File: config.mk
export PLATFORM = sky130hd
export DESIGN_NAME = i2s_tx_param
export DESIGN_NICKNAME = d
export VERILOG_FILES = /design/src/rtl/i2s_tx_param.sv
export SDC_FILE = /design/constraint.sdc
export NUM_CORES = 1
export LEC_CHECK = 0
export BUFFER_PORTS_ARGS = -buffer_cell sky130_fd_sc_hd__buf_4
export CAP_MARGIN = 5
export CORE_MARGIN = 3
export CORE_UTILIZATION = 62
export CTS_CLUSTER_SIZE = 24
export DETAILED_ROUTE_END_ITERATION = 10
export GPL_TIMING_DRIVEN = 0
export PLACE_DENSITY = 0.84
export SETUP_SLACK_MARGIN = 0.3
export SLEW_MARGIN = 20
export SYNTH_ARGS = -nofsm -noshare
export SYNTH_HDL_FRONTEND = slang
export SYNTH_SLANG_ARGS = --single-unit
File: constraint.sdc
create_clock -name clk_audio -period 9.04 [get_ports clk_audio]
set_input_delay 0.452 -clock clk_audio [delete_from_list [all_inputs] [get_ports clk_audio]]
set_output_delay 0.452 -clock clk_audio [all_outputs]
set_load 0.01 [all_outputs]
File: src/rtl/i2s_tx_param.sv
// rtl/i2s_tx_param.sv - parametrised I2S / left- / right-justified stereo transmitter
// One-deep holding register feeds the per-frame shift registers at each frame boundary.
module i2s_tx_param #(
  parameter int DATA_W   = 24,
  parameter int SLOT_W   = 32,
  parameter int MCLK_DIV = 4
) (
  input  logic              clk_audio,
  input  logic              reset,
  input  logic              en,
  input  logic [1:0]        fmt,
  input  logic              s_valid,
  output logic              s_ready,
  input  logic [DATA_W-1:0] s_left,
  input  logic [DATA_W-1:0] s_right,
  output logic              i2s_sclk,
  output logic              i2s_lrclk,
  output logic              i2s_dout,
  output logic              frame_start,
  output logic              underrun
);

  localparam int DW = (MCLK_DIV > 1) ? $clog2(MCLK_DIV) : 1;
  localparam int BW = $clog2(2 * SLOT_W);
  localparam int PW = BW + 1;

  localparam logic [DW-1:0] DIV_LAST = DW'(MCLK_DIV - 1);
  localparam logic [DW-1:0] DIV_HALF = DW'(MCLK_DIV / 2);
  localparam logic [BW-1:0] BIT_LAST = BW'(2 * SLOT_W - 1);
  localparam logic [BW-1:0] SLOT_LEN = BW'(SLOT_W);
  localparam logic [PW-1:0] OFS_I2S  = PW'(1);
  localparam logic [PW-1:0] OFS_RJ   = PW'(SLOT_W - DATA_W);
  localparam logic [PW-1:0] DATA_LEN = PW'(DATA_W);
  localparam logic [1:0]    FMT_LJ   = 2'd1;
  localparam logic [1:0]    FMT_RJ   = 2'd2;

  logic [DW-1:0]     r_div_cnt;
  logic [BW-1:0]     r_bit_cnt;
  logic              r_hold_full;
  logic [DATA_W-1:0] r_hold_l;
  logic [DATA_W-1:0] r_hold_r;
  logic [DATA_W-1:0] r_sreg_l;
  logic [DATA_W-1:0] r_sreg_r;
  logic [1:0]        r_fmt;

  logic              w_div_wrap;
  logic              w_boundary;
  logic              w_accept;
  logic              w_slot;
  logic [PW-1:0]     w_pos;
  logic [PW-1:0]     w_ofs;
  logic [PW-1:0]     w_rel;
  logic              w_in_data;
  logic [DATA_W-1:0] w_sreg;
  logic [DATA_W-1:0] w_shifted;
  logic              w_dout;

  assign w_div_wrap = (r_div_cnt == DIV_LAST);
  assign w_boundary = en && w_div_wrap && (r_bit_cnt == BIT_LAST);
  assign w_accept   = s_valid && !r_hold_full;
  assign s_ready    = !r_hold_full;

  // Bit position within the current slot, then relative to where the sample starts.
  assign w_slot = (r_bit_cnt >= SLOT_LEN);
  assign w_pos  = w_slot ? PW'(r_bit_cnt - SLOT_LEN) : PW'(r_bit_cnt);

  always_comb begin
    w_ofs = OFS_I2S;
    case (r_fmt)
      FMT_LJ:  w_ofs = '0;
      FMT_RJ:  w_ofs = OFS_RJ;
      default: w_ofs = OFS_I2S;
    endcase
  end

  assign w_rel     = w_pos - w_ofs;
  assign w_in_data = (w_pos >= w_ofs) && (w_rel < DATA_LEN);
  assign w_sreg    = w_slot ? r_sreg_r : r_sreg_l;
  assign w_shifted = w_sreg << w_rel;
  assign w_dout    = w_in_data && w_shifted[DATA_W-1];

  always_ff @(posedge clk_audio or posedge reset) begin
    if (reset) begin
      r_div_cnt <= '0;
      r_bit_cnt <= '0;
    end else if (!en) begin
      r_div_cnt <= '0;
      r_bit_cnt <= '0;
    end else if (w_div_wrap) begin
      r_div_cnt <= '0;
      r_bit_cnt <= (r_bit_cnt == BIT_LAST) ? '0 : r_bit_cnt + BW'(1);
    end else begin
      r_div_cnt <= r_div_cnt + DW'(1);
    end
  end

  // Accept and unload are mutually exclusive because s_ready is low while full.
  always_ff @(posedge clk_audio or posedge reset) begin
    if (reset) begin
      r_hold_full <= 1'b0;
      r_hold_l    <= '0;
      r_hold_r    <= '0;
    end else if (w_boundary && r_hold_full) begin
      r_hold_full <= 1'b0;
    end else if (w_accept) begin
      r_hold_full <= 1'b1;
      r_hold_l    <= s_left;
      r_hold_r    <= s_right;
    end
  end

  always_ff @(posedge clk_audio or posedge reset) begin
    if (reset) begin
      r_sreg_l <= '0;
      r_sreg_r <= '0;
      r_fmt    <= '0;
    end else if (!en) begin
      r_sreg_l <= '0;
      r_sreg_r <= '0;
    end else if (w_boundary) begin
      r_sreg_l <= r_hold_full ? r_hold_l : '0;
      r_sreg_r <= r_hold_full ? r_hold_r : '0;
      r_fmt    <= fmt;
    end
  end

  // Pins are registered from the counters, so they trail them by one cycle.
  always_ff @(posedge clk_audio or posedge reset) begin
    if (reset) begin
      i2s_sclk    <= 1'b0;
      i2s_lrclk   <= 1'b0;
      i2s_dout    <= 1'b0;
      frame_start <= 1'b0;
      underrun    <= 1'b0;
    end else if (!en) begin
      i2s_sclk    <= 1'b0;
      i2s_lrclk   <= 1'b0;
      i2s_dout    <= 1'b0;
      frame_start <= 1'b0;
      underrun    <= 1'b0;
    end else begin
      i2s_sclk    <= (r_div_cnt >= DIV_HALF);
      i2s_lrclk   <= w_slot;
      i2s_dout    <= w_dout;
      frame_start <= w_boundary;
      underrun    <= w_boundary && !r_hold_full;
    end
  end

endmodule

======== Word level (Yosys, flattened, before mapping) ========
Index checks and enable logic that the tools add are counted.
word-level totals
  register bits ........................... 112
  input bits .............................. 54
  output and inout port bits .............. 6
  word-level logic and storage cells ...... 61
cells by class
  $add $sub $neg .......................... 4
  order comparisons ....................... 4
  eq/ne operators ......................... 6
  shift operators ......................... 1
  mux-type cells .......................... 21
  bitwise gates (word level) .............. 1
  reductions and logical operators ........ 11
operators with widths
  cell                                                count
  2-to-1 mux 24 bit                                   7
  << shifter 24 x 7 -> 24 bit                         1
  2-to-1 mux 6 bit                                    3
  one-hot mux 4 bit (2 select lines)                  1
  >= comparator 7 bit                                 1
  logical AND 1 bit                                   7
  < comparator 7 x 5 -> 1 bit, second input constant  1
  2-to-1 mux 1 bit                                    7
  2-to-1 mux 7 bit                                    1
  subtractor 6 x 6 -> 7 bit, second input constant    1
  subtractor 7 bit                                    1
  adder 6 x 1 -> 6 bit, second input constant         1
  == test 6 bit, second input constant                1
  >= comparator 6 bit, second input constant          1
  == test 2 bit, second input constant                2
  2-to-1 mux 2 bit                                    2
  != test 2 x 1 -> 1 bit, second input constant       2
  AND reduction 2 bit                                 2
  adder 2 x 1 -> 2 bit, second input constant         1
  == test 2 x 1 -> 1 bit, second input constant       1
  >= comparator 2 bit, second input constant          1
  nonzero test 2 bit                                  1
  logical NOT 1 bit                                   1
  NOT 1 bit                                           1

======== Longest topological paths before layout ========
Gate-level depths: netlist of run 1.
  word-level depth ........................ 7
  depth in mapped cells ................... 10
  mapped depth without buffers ............ 9

======== Worst setup path before layout of run 1 ========
OpenSTA, ideal clock, no wires.
  path type ............................... flip-flop to flip-flop
  start point ............................. reg r_fmt[1]
  end point ............................... reg i2s_dout
  library setup time ...................... 122 ps
  data arrival time ....................... 2200 ps
  slack ................................... 6718 ps
  cell stages (with the launch flop) ...... 8
  cell sequence ........................... dfrtp_1 ha_1 ha_1 buf_6 mux4_2 mux4_2 nand4_1 o21ai_1
on the way
  cells in the longest elaborated chain, start to end .. 7
  elaborated cells between the ends (all ways) .. 10
ends and longest elaborated chain
  item                                                            line  text
  start: declaration                                              44    logic [1:0] r_fmt;
  start signal: assignment                                        123   r_fmt <= fmt;
  == test 2 bit / == test 2 x 1 -> 1 bit (equally long branches)  69    case (r_fmt)
  one-hot mux 4 bit (2 select lines) *                            69
  subtractor 7 bit                                                76    assign w_rel = w_pos - w_ofs;
  < comparator 7 x 5 -> 1 bit                                     77    assign w_in_data = (w_pos >= w_ofs) && (w_rel < DATA_LEN);
  logical AND 1 bit                                               77
  logical AND 1 bit *                                             80    assign w_dout = w_in_data && w_shifted[DATA_W-1];
  2-to-1 mux 1 bit *                                              135   end else if (!en) begin
  end signal: assignment                                          144   i2s_dout <= w_dout;
  end: declaration                                                18    output logic i2s_dout,
Mark *: on every way between the ends. The rest lies on a longest branch, timed or not.
A chain may end at the register's enable or synchronous reset.

======== Worst setup path after layout of run 1 ========
  start point ............................. reg r_fmt[0]
  end point ............................... reg i2s_dout
Same word-level chain as after synthesis.

==> metrics.json, run 1 <==
{
  "final_core_utilization": {"value": 75.1, "unit": "%"},
  "clockRootBuffer": {"value": "sky130_fd_sc_hd__clkbuf_8"},
  "syn-cell-area": {"value": 0.00473, "unit": "mm²"},
  "antenna-diode-count": {"value": 0},
  "die_y": {"value": 93.3, "unit": "µm"},
  "grt_start_max_net_pins": {"value": 67},
  "path_cells": {"value": "inv_1 > ha_1 > ha_1 > buf_6 > mux4_2 > mux4_2 > nand4_1 > o21ai_1"},
  "layout-area-overhead-vs-synth": {"value": 16.5, "unit": "%"},
  "postSynth.asyncResetShare": {"value": 100, "unit": "%"},
  "worst_setup_hold_path_clk_slew": {"value": 0.10, "unit": "ns"},
  "worst_setup_path_end_kind": {"value": "flip-flop"},
  "tightestPinTransition": {"value": 0.614, "unit": "ns"},
  "post-dp-hpwl": {"value": 6490, "unit": "µm"},
  "leakagePower": {"value": 2.69, "unit": "nW"},
  "timing_max_transition_violations_final": {"value": 0},
  "worstSetupStartpointType": {"value": "flip-flop"},
  "post_cts_buffers": {"value": 0},
  "globalRouteTotalUtil": {"value": 23.2, "unit": "%"},
  "avgSynthCellArea": {"value": 14.9, "unit": "µm²"},
  "initial_core_util": {"value": 64.5, "unit": "%"},
  "detailedRoute.firstIterationViolations": {"value": 159},
  "via_count": {"value": 2942},
  "cts_tree": {"value": "built"},
  "cts-buffers-inserted": {"value": 9},
  "grt_antenna_before_repair": {"value": 0},
  "critPathMaxFanout": {"value": 10},
  "run_status": {"value": "finished clean"},
  "setup_viol": {"value": 0},
  "crit_arrival": {"value": 2.82, "unit": "ns"},
  "yosys_warnings": {"value": 0},
  "cts_num_sinks": {"value": 112},
  "die-area": {"value": 0.00871, "unit": "mm²"},
  "synth_nets": {"value": 379},
  "totalWireLength": {"value": 9160, "unit": "µm"},
  "num_rows": {"value": 31},
  "synth_seq_area_share": {"value": 59.3, "unit": "%"},
  "overflow": {"value": 0},
  "worst_slack": {"value": 6.47, "unit": "ns"},
  "fin_worst_skew": {"value": 0.0122, "unit": "ns"},
  "insertion_delay": {"value": 0.37, "unit": "ns"},
  "power_density": {"value": 161, "unit": "mW/mm²"},
  "rsz0062_at_grt": {"value": "false"},
  "max-vdd-ir-drop": {"value": 0.0000806, "unit": "V"},
  "vias_in_the_first_global_route": {"value": 3150},
  "holdBufCountCts": {"value": 0},
  "yosys-top-cells-area": {"value": "sky130_fd_sc_hd__dfrtp_1 59%, sky130_fd_sc_hd__mux2_2 12%, sky130_fd_sc_hd__a22o_1 8.9%, sky130_fd_sc_hd__mux4_1 6.1%, sky130_fd_sc_hd__ha_1 1.9%"},
  "ys_ff_latch": {"value": 112},
  "cts.htree.levels": {"value": 3},
  "drtAntennaViolNets": {"value": 0},
  "chipWidth": {"value": 93.3, "unit": "µm"},
  "design.final.nets": {"value": 450},
  "max_cap_violations": {"value": 0},
  "cp_top_family": {"value": "multiplexers"},
  "synthDistinctLibCells": {"value": 35},
  "setup-tns-final": {"value": 0, "unit": "ns"},
  "cts-root-to-sink-buffers": {"value": 2},
  "min-delay-path-class": {"value": "in2async"},
  "worst-setup-path-type": {"value": "reg2reg"},
  "critPathSlowestCell": {"value": "sky130_fd_sc_hd__mux4_2"},
  "vias_per_cell": {"value": 5.97},
  "remaining_drc_errors": {"value": 0},
  "max-slew-margin-rel": {"value": 59.1, "unit": "%"},
  "wire_length_of_the_first_global_routing_pass": {"value": 15500, "unit": "µm"},
  "preCtsSetupSlack": {"value": 6.50, "unit": "ns"},
  "timing.final.crit_period": {"value": 2.57, "unit": "ns"},
  "yosys.area.top_type_share": {"value": 59.3, "unit": "%"},
  "ys_top_cells_by_count": {"value": "112 x sky130_fd_sc_hd__dfrtp_1, 49 x sky130_fd_sc_hd__mux2_2, 48 x sky130_fd_sc_hd__a22o_1, 11 x sky130_fd_sc_hd__mux4_1"},
  "design.portCount": {"value": 60},
  "netlist_instances": {"value": 318},
  "synthFlopType": {"value": "sky130_fd_sc_hd__dfrtp_1"},
  "globalplace.congestion": {"value": 0.784},
  "post_drt_wl_per_cell": {"value": 18.6, "unit": "µm"},
  "number_of_flops_mapped_to_enable_cells_by_yosys": {"value": 0},
  "finalHoldWorstSlack": {"value": 0.0805, "unit": "ns"},
  "fmaxAchievable": {"value": 389, "unit": "MHz"},
  "drive_gt1_share": {"value": 37.3, "unit": "%"},
  "critical_path_required": {"value": 9.29, "unit": "ns"},
  "drt-pass1-iter-count": {"value": 4},
  "cts_repair_resize_count": {"value": 0},
  "yosys.cell_count.top_type": {"value": "sky130_fd_sc_hd__dfrtp_1"},
  "critical-path-max-stage-delay": {"value": 0.51, "unit": "ns"},
  "core": {"value": 0.00733, "unit": "mm²"},
  "io_buffer_count": {"value": 59},
  "min_period_over_period": {"value": 28.5, "unit": "%"},
  "critPathBufInv": {"value": 2},
  "hold_violations": {"value": 0},
  "synth.largest_area_cell": {"value": "sky130_fd_sc_hd__dfrtp_1"}
}
==> sequential cells by signal (all words and copies together) (netlist names) <==
register and flops:
underrun 1, i2s_sclk 1, r_hold_full 1, r_hold_r 24
i2s_lrclk 1, r_fmt 2, r_sreg_l 24, r_hold_l 24
r_div_cnt 2, i2s_dout 1, r_bit_cnt 6, r_sreg_r 24
frame_start 1
==> final cells by class <==
| type | instances | area (µm²) |
|---|---|---|
| inverters | 9 | 38.8 |
| multi-input cells | 176 | 1750 |
| well taps | 99 | 124 |
| clock inverters | 5 | 40.0 |
| repair buffers | 60 | 470 |
| fillers | 445 | 1820 |
| plain buffers | 21 | 135 |
| flip-flops and latches | 112 | 2800 |
| clock buffers | 11 | 141 |
==> layer usage <==
metal	track usage, %	vias up	share of wire, %
li1	-	1321	-
met1	30.6	1518	42
met2	38.5	82	51
met3	4.02	21	4.6
met4	8.91	0	2.0
met5	0	-	0
==> worst register-to-register path, cell delays in order, from the launching register on <==
cell,delay (ns)
sky130_fd_sc_hd__dfrtp_1,0.34
sky130_fd_sc_hd__inv_1,0.05
sky130_fd_sc_hd__ha_1,0.29
sky130_fd_sc_hd__ha_1,0.40
sky130_fd_sc_hd__buf_6,0.21
sky130_fd_sc_hd__mux4_2,0.51
sky130_fd_sc_hd__mux4_2,0.49
sky130_fd_sc_hd__nand4_1,0.10
sky130_fd_sc_hd__o21ai_1,0.08
==> per-stage QoR <==
step                      total power, mW  instances  area [µm²]
after floorplan                     0.586        318        4730
after global placement              0.615        476        5290
after detailed placement            0.621        477        5330
after CTS                           0.891        493        5510
after global routing                0.925        493        5510
final                               0.887        493        5510
==> cells in the final DEF, fill, tap and decap left out, drive strengths merged, types with 10 or more instances in the layout <==
cell type	count
inv	10
a22o	48
clkbuf	13
dfrtp	112
buf	79
mux4	13
mux2	49
==> cells by family after synthesis <==
| group | count (synthesis) | share of synthesized area (%) |
|---|---|---|
| AOI/OAI and AO/OA | 62 | 10.6 |
| xor gates and xnor gates | 6 | 1.11 |
| adders and majority gates | 7 | 1.85 |
| buffers and inverters | 30 | 3.57 |
| DFF | 112 | 59.3 |
| muxes | 64 | 19.2 |
| and+or+nand+nor | 37 | 4.34 |
==> power breakdown <==
part / internal [mW] / total (mW) / switching (mW)
logic: 0.0385 / 0.0665 / 0.0280
registers: 0.527 / 0.544 / 0.0162
clock network: 0.110 / 0.277 / 0.167
==> path summary, 6_finish.rpt <==
path,start,to,slack (ns),depth (start not counted)
setup / recovery,r_fmt[0],i2s_dout,6.47,8
hold / removal,reset,r_bit_cnt[5],0.08,2
setup reg to reg,r_fmt[0],i2s_dout,6.47,8
hold reg to reg,r_div_cnt[0],r_div_cnt[0],0.45,1
max in group asynchronous,reset,r_hold_l[7],8.31,3
min in group clk_audio,fmt[0],r_fmt[0],0.28,3
Note: power is estimated with default switching activity, not from simulation.
==> run 2, diff against run 1 <==
Settings changed: CORE_UTILIZATION 62 to 52, PLACE_DENSITY 0.84 to 0.75.
Clock period 9.04 ns to 2.3 ns, I/O delays scaled along.
==> metrics.json, run 2 (same netlist as run 1, synthesis figures left out) <==
{
  "run_status": {"value": "finished with violations"},
  "failed_checks": {"value": "setup timing"},
  "layout_commonest_cell": {"value": "sky130_fd_sc_hd__dfrtp_1"},
  "drtAntennaViolNets": {"value": 0},
  "final_cells": {"value": 561},
  "cts_num_sinks": {"value": 112},
  "insertion_delay": {"value": 0.37, "unit": "ns"},
  "cts.htree.levels": {"value": 3},
  "finalHoldWorstSlack": {"value": 0.0261, "unit": "ns"},
  "antenna-diode-count": {"value": 0},
  "timing.final.crit_period": {"value": 2.38, "unit": "ns"},
  "worst_setup_path_end_kind": {"value": "flip-flop"},
  "drt-pass1-iter-count": {"value": 4},
  "post_drt_wl_per_cell": {"value": 16.9, "unit": "µm"},
  "layout-area-overhead-vs-synth": {"value": 30.5, "unit": "%"},
  "grt_antenna_before_repair": {"value": 0},
  "design.portCount": {"value": 60},
  "num_rows": {"value": 34},
  "io_buffer_count": {"value": 59},
  "vias_per_cell": {"value": 5.50},
  "tightestPinTransition": {"value": 0.624, "unit": "ns"},
  "detailedRoute.firstIterationViolations": {"value": 131},
  "initial_core_util": {"value": 53.9, "unit": "%"},
  "preCtsSetupSlack": {"value": -0.113, "unit": "ns"},
  "max_cap_violations": {"value": 0},
  "final_area": {"value": 0.00617, "unit": "mm²"},
  "numPlacedInstances": {"value": 488},
  "die-area": {"value": 0.0103, "unit": "mm²"},
  "setup-tns-final": {"value": -0.0790, "unit": "ns"},
  "drive_gt1_share": {"value": 35.8, "unit": "%"},
  "critPathMaxFanout": {"value": 10},
  "timing_max_transition_violations_final": {"value": 0},
  "total_power": {"value": 3.70, "unit": "mW"},
  "globalRouteTotalUtil": {"value": 19.8, "unit": "%"},
  "hold_violations": {"value": 0},
  "design.final.nets": {"value": 509},
  "core": {"value": 0.00876, "unit": "mm²"},
  "max-vdd-ir-drop": {"value": 0.000464, "unit": "V"},
  "grt_start_max_net_pins": {"value": 37},
  "worstSetupStartpointType": {"value": "flip-flop"},
  "fmaxAchievable": {"value": 420, "unit": "MHz"},
  "placement.cell_area": {"value": 0.00539, "unit": "mm²"},
  "globalplace.congestion": {"value": 0.825},
  "post-dp-hpwl": {"value": 6370, "unit": "µm"},
  "rsz0062_at_grt": {"value": "true"},
  "cts-root-to-sink-buffers": {"value": 2},
  "die_y": {"value": 101, "unit": "µm"},
  "critical_path_required": {"value": 2.55, "unit": "ns"},
  "setup_viol": {"value": 1},
  "final_core_utilization": {"value": 70.4, "unit": "%"},
  "crit_arrival": {"value": 2.63, "unit": "ns"},
  "fin_worst_skew": {"value": 0.0164, "unit": "ns"},
  "via_count": {"value": 3087},
  "chipWidth": {"value": 101, "unit": "µm"},
  "max-slew-margin-rel": {"value": 58.4, "unit": "%"},
  "worst-setup-path-type": {"value": "reg2reg"},
  "min-delay-path-class": {"value": "in2reg"},
  "power_density": {"value": 600, "unit": "mW/mm²"},
  "cts-buffers-inserted": {"value": 9},
  "worst_setup_hold_path_clk_slew": {"value": 0.11, "unit": "ns"},
  "overflow": {"value": 0},
  "cts_tree": {"value": "built"},
  "clockRootBuffer": {"value": "sky130_fd_sc_hd__clkbuf_8"},
  "remaining_drc_errors": {"value": 0},
  "leakagePower": {"value": 2.94, "unit": "nW"},
  "totalWireLength": {"value": 9490, "unit": "µm"},
  "vias_in_the_first_global_route": {"value": 3165},
  "wire_length_of_the_first_global_routing_pass": {"value": 15800, "unit": "µm"},
  "layout_common_cells": {"value": "112 x sky130_fd_sc_hd__dfrtp_1, 66 x sky130_fd_sc_hd__buf_4, 52 x sky130_fd_sc_hd__dlygate4sd3_1"},
  "worst_slack": {"value": -0.0790, "unit": "ns"},
  "min_period_over_period": {"value": 103, "unit": "%"}
}
-- run 2: critical path: stages, from the launching register on --
cell                      delay (ns)
sky130_fd_sc_hd__dfrtp_1        0.39
sky130_fd_sc_hd__inv_2          0.08
sky130_fd_sc_hd__ha_4           0.21
sky130_fd_sc_hd__ha_4           0.29
sky130_fd_sc_hd__buf_12         0.14
sky130_fd_sc_hd__mux4_2         0.48
sky130_fd_sc_hd__mux4_2         0.50
sky130_fd_sc_hd__nand4_1        0.09
sky130_fd_sc_hd__o21ai_1        0.08
-- run 2: layout make-up --
cell class                      count  area [µm²]
Fill cell                         583        2600
Buffer                             21         145
Tap cell                          108         135
Inverter                            9        37.5
Sequential cell                   112        2800
Multi-Input combinational cell    176        1770
Timing Repair Buffer              119        1060
Clock inverter                      6        83.8
Clock buffer                       10         128
-- run 2: worst paths after layout --
path,start,endpoint,slack [ns],cells after the start
max,r_fmt[0],i2s_dout,-0.08,8
min,en,r_bit_cnt[2],0.03,2
max reg2reg,r_fmt[0],i2s_dout,-0.08,8
min reg2reg,r_div_cnt[0],r_div_cnt[0],0.44,1
max in group asynchronous,reset,r_sreg_r[10],1.32,5
min in group asynchronous,reset,frame_start,0.28,3
-- run 2: layer usage --
layer | part of all wire (%) | global-route usage, %
met2 | 49 | 32.3
met4 | 1.4 | 5.01
met3 | 4.1 | 4.20
met1 | 45 | 27.4
met5 | 0 | 0
-- run 2: report_power, final --
| group | internal (mW) | switching [mW] |
|---|---|---|
| Sequential | 2.07 | 0.0610 |
| Clock | 0.534 | 0.682 |
| Combinational | 0.223 | 0.130 |
| Total | 2.83 | 0.873 |
-- run 2: timing repair --
| action | 4_1_cts | 5_1_grt |
|---|---|---|
| resized for setup | 3 | 4 |
| pin swaps | 0 | 2 |
| hold buffers | 52 | 0 |
| setup buffers | 1 | 4 |
| endpoints found under the setup margin | 1 | 41 |
| endpoints found under the hold margin | 64 | 0 |
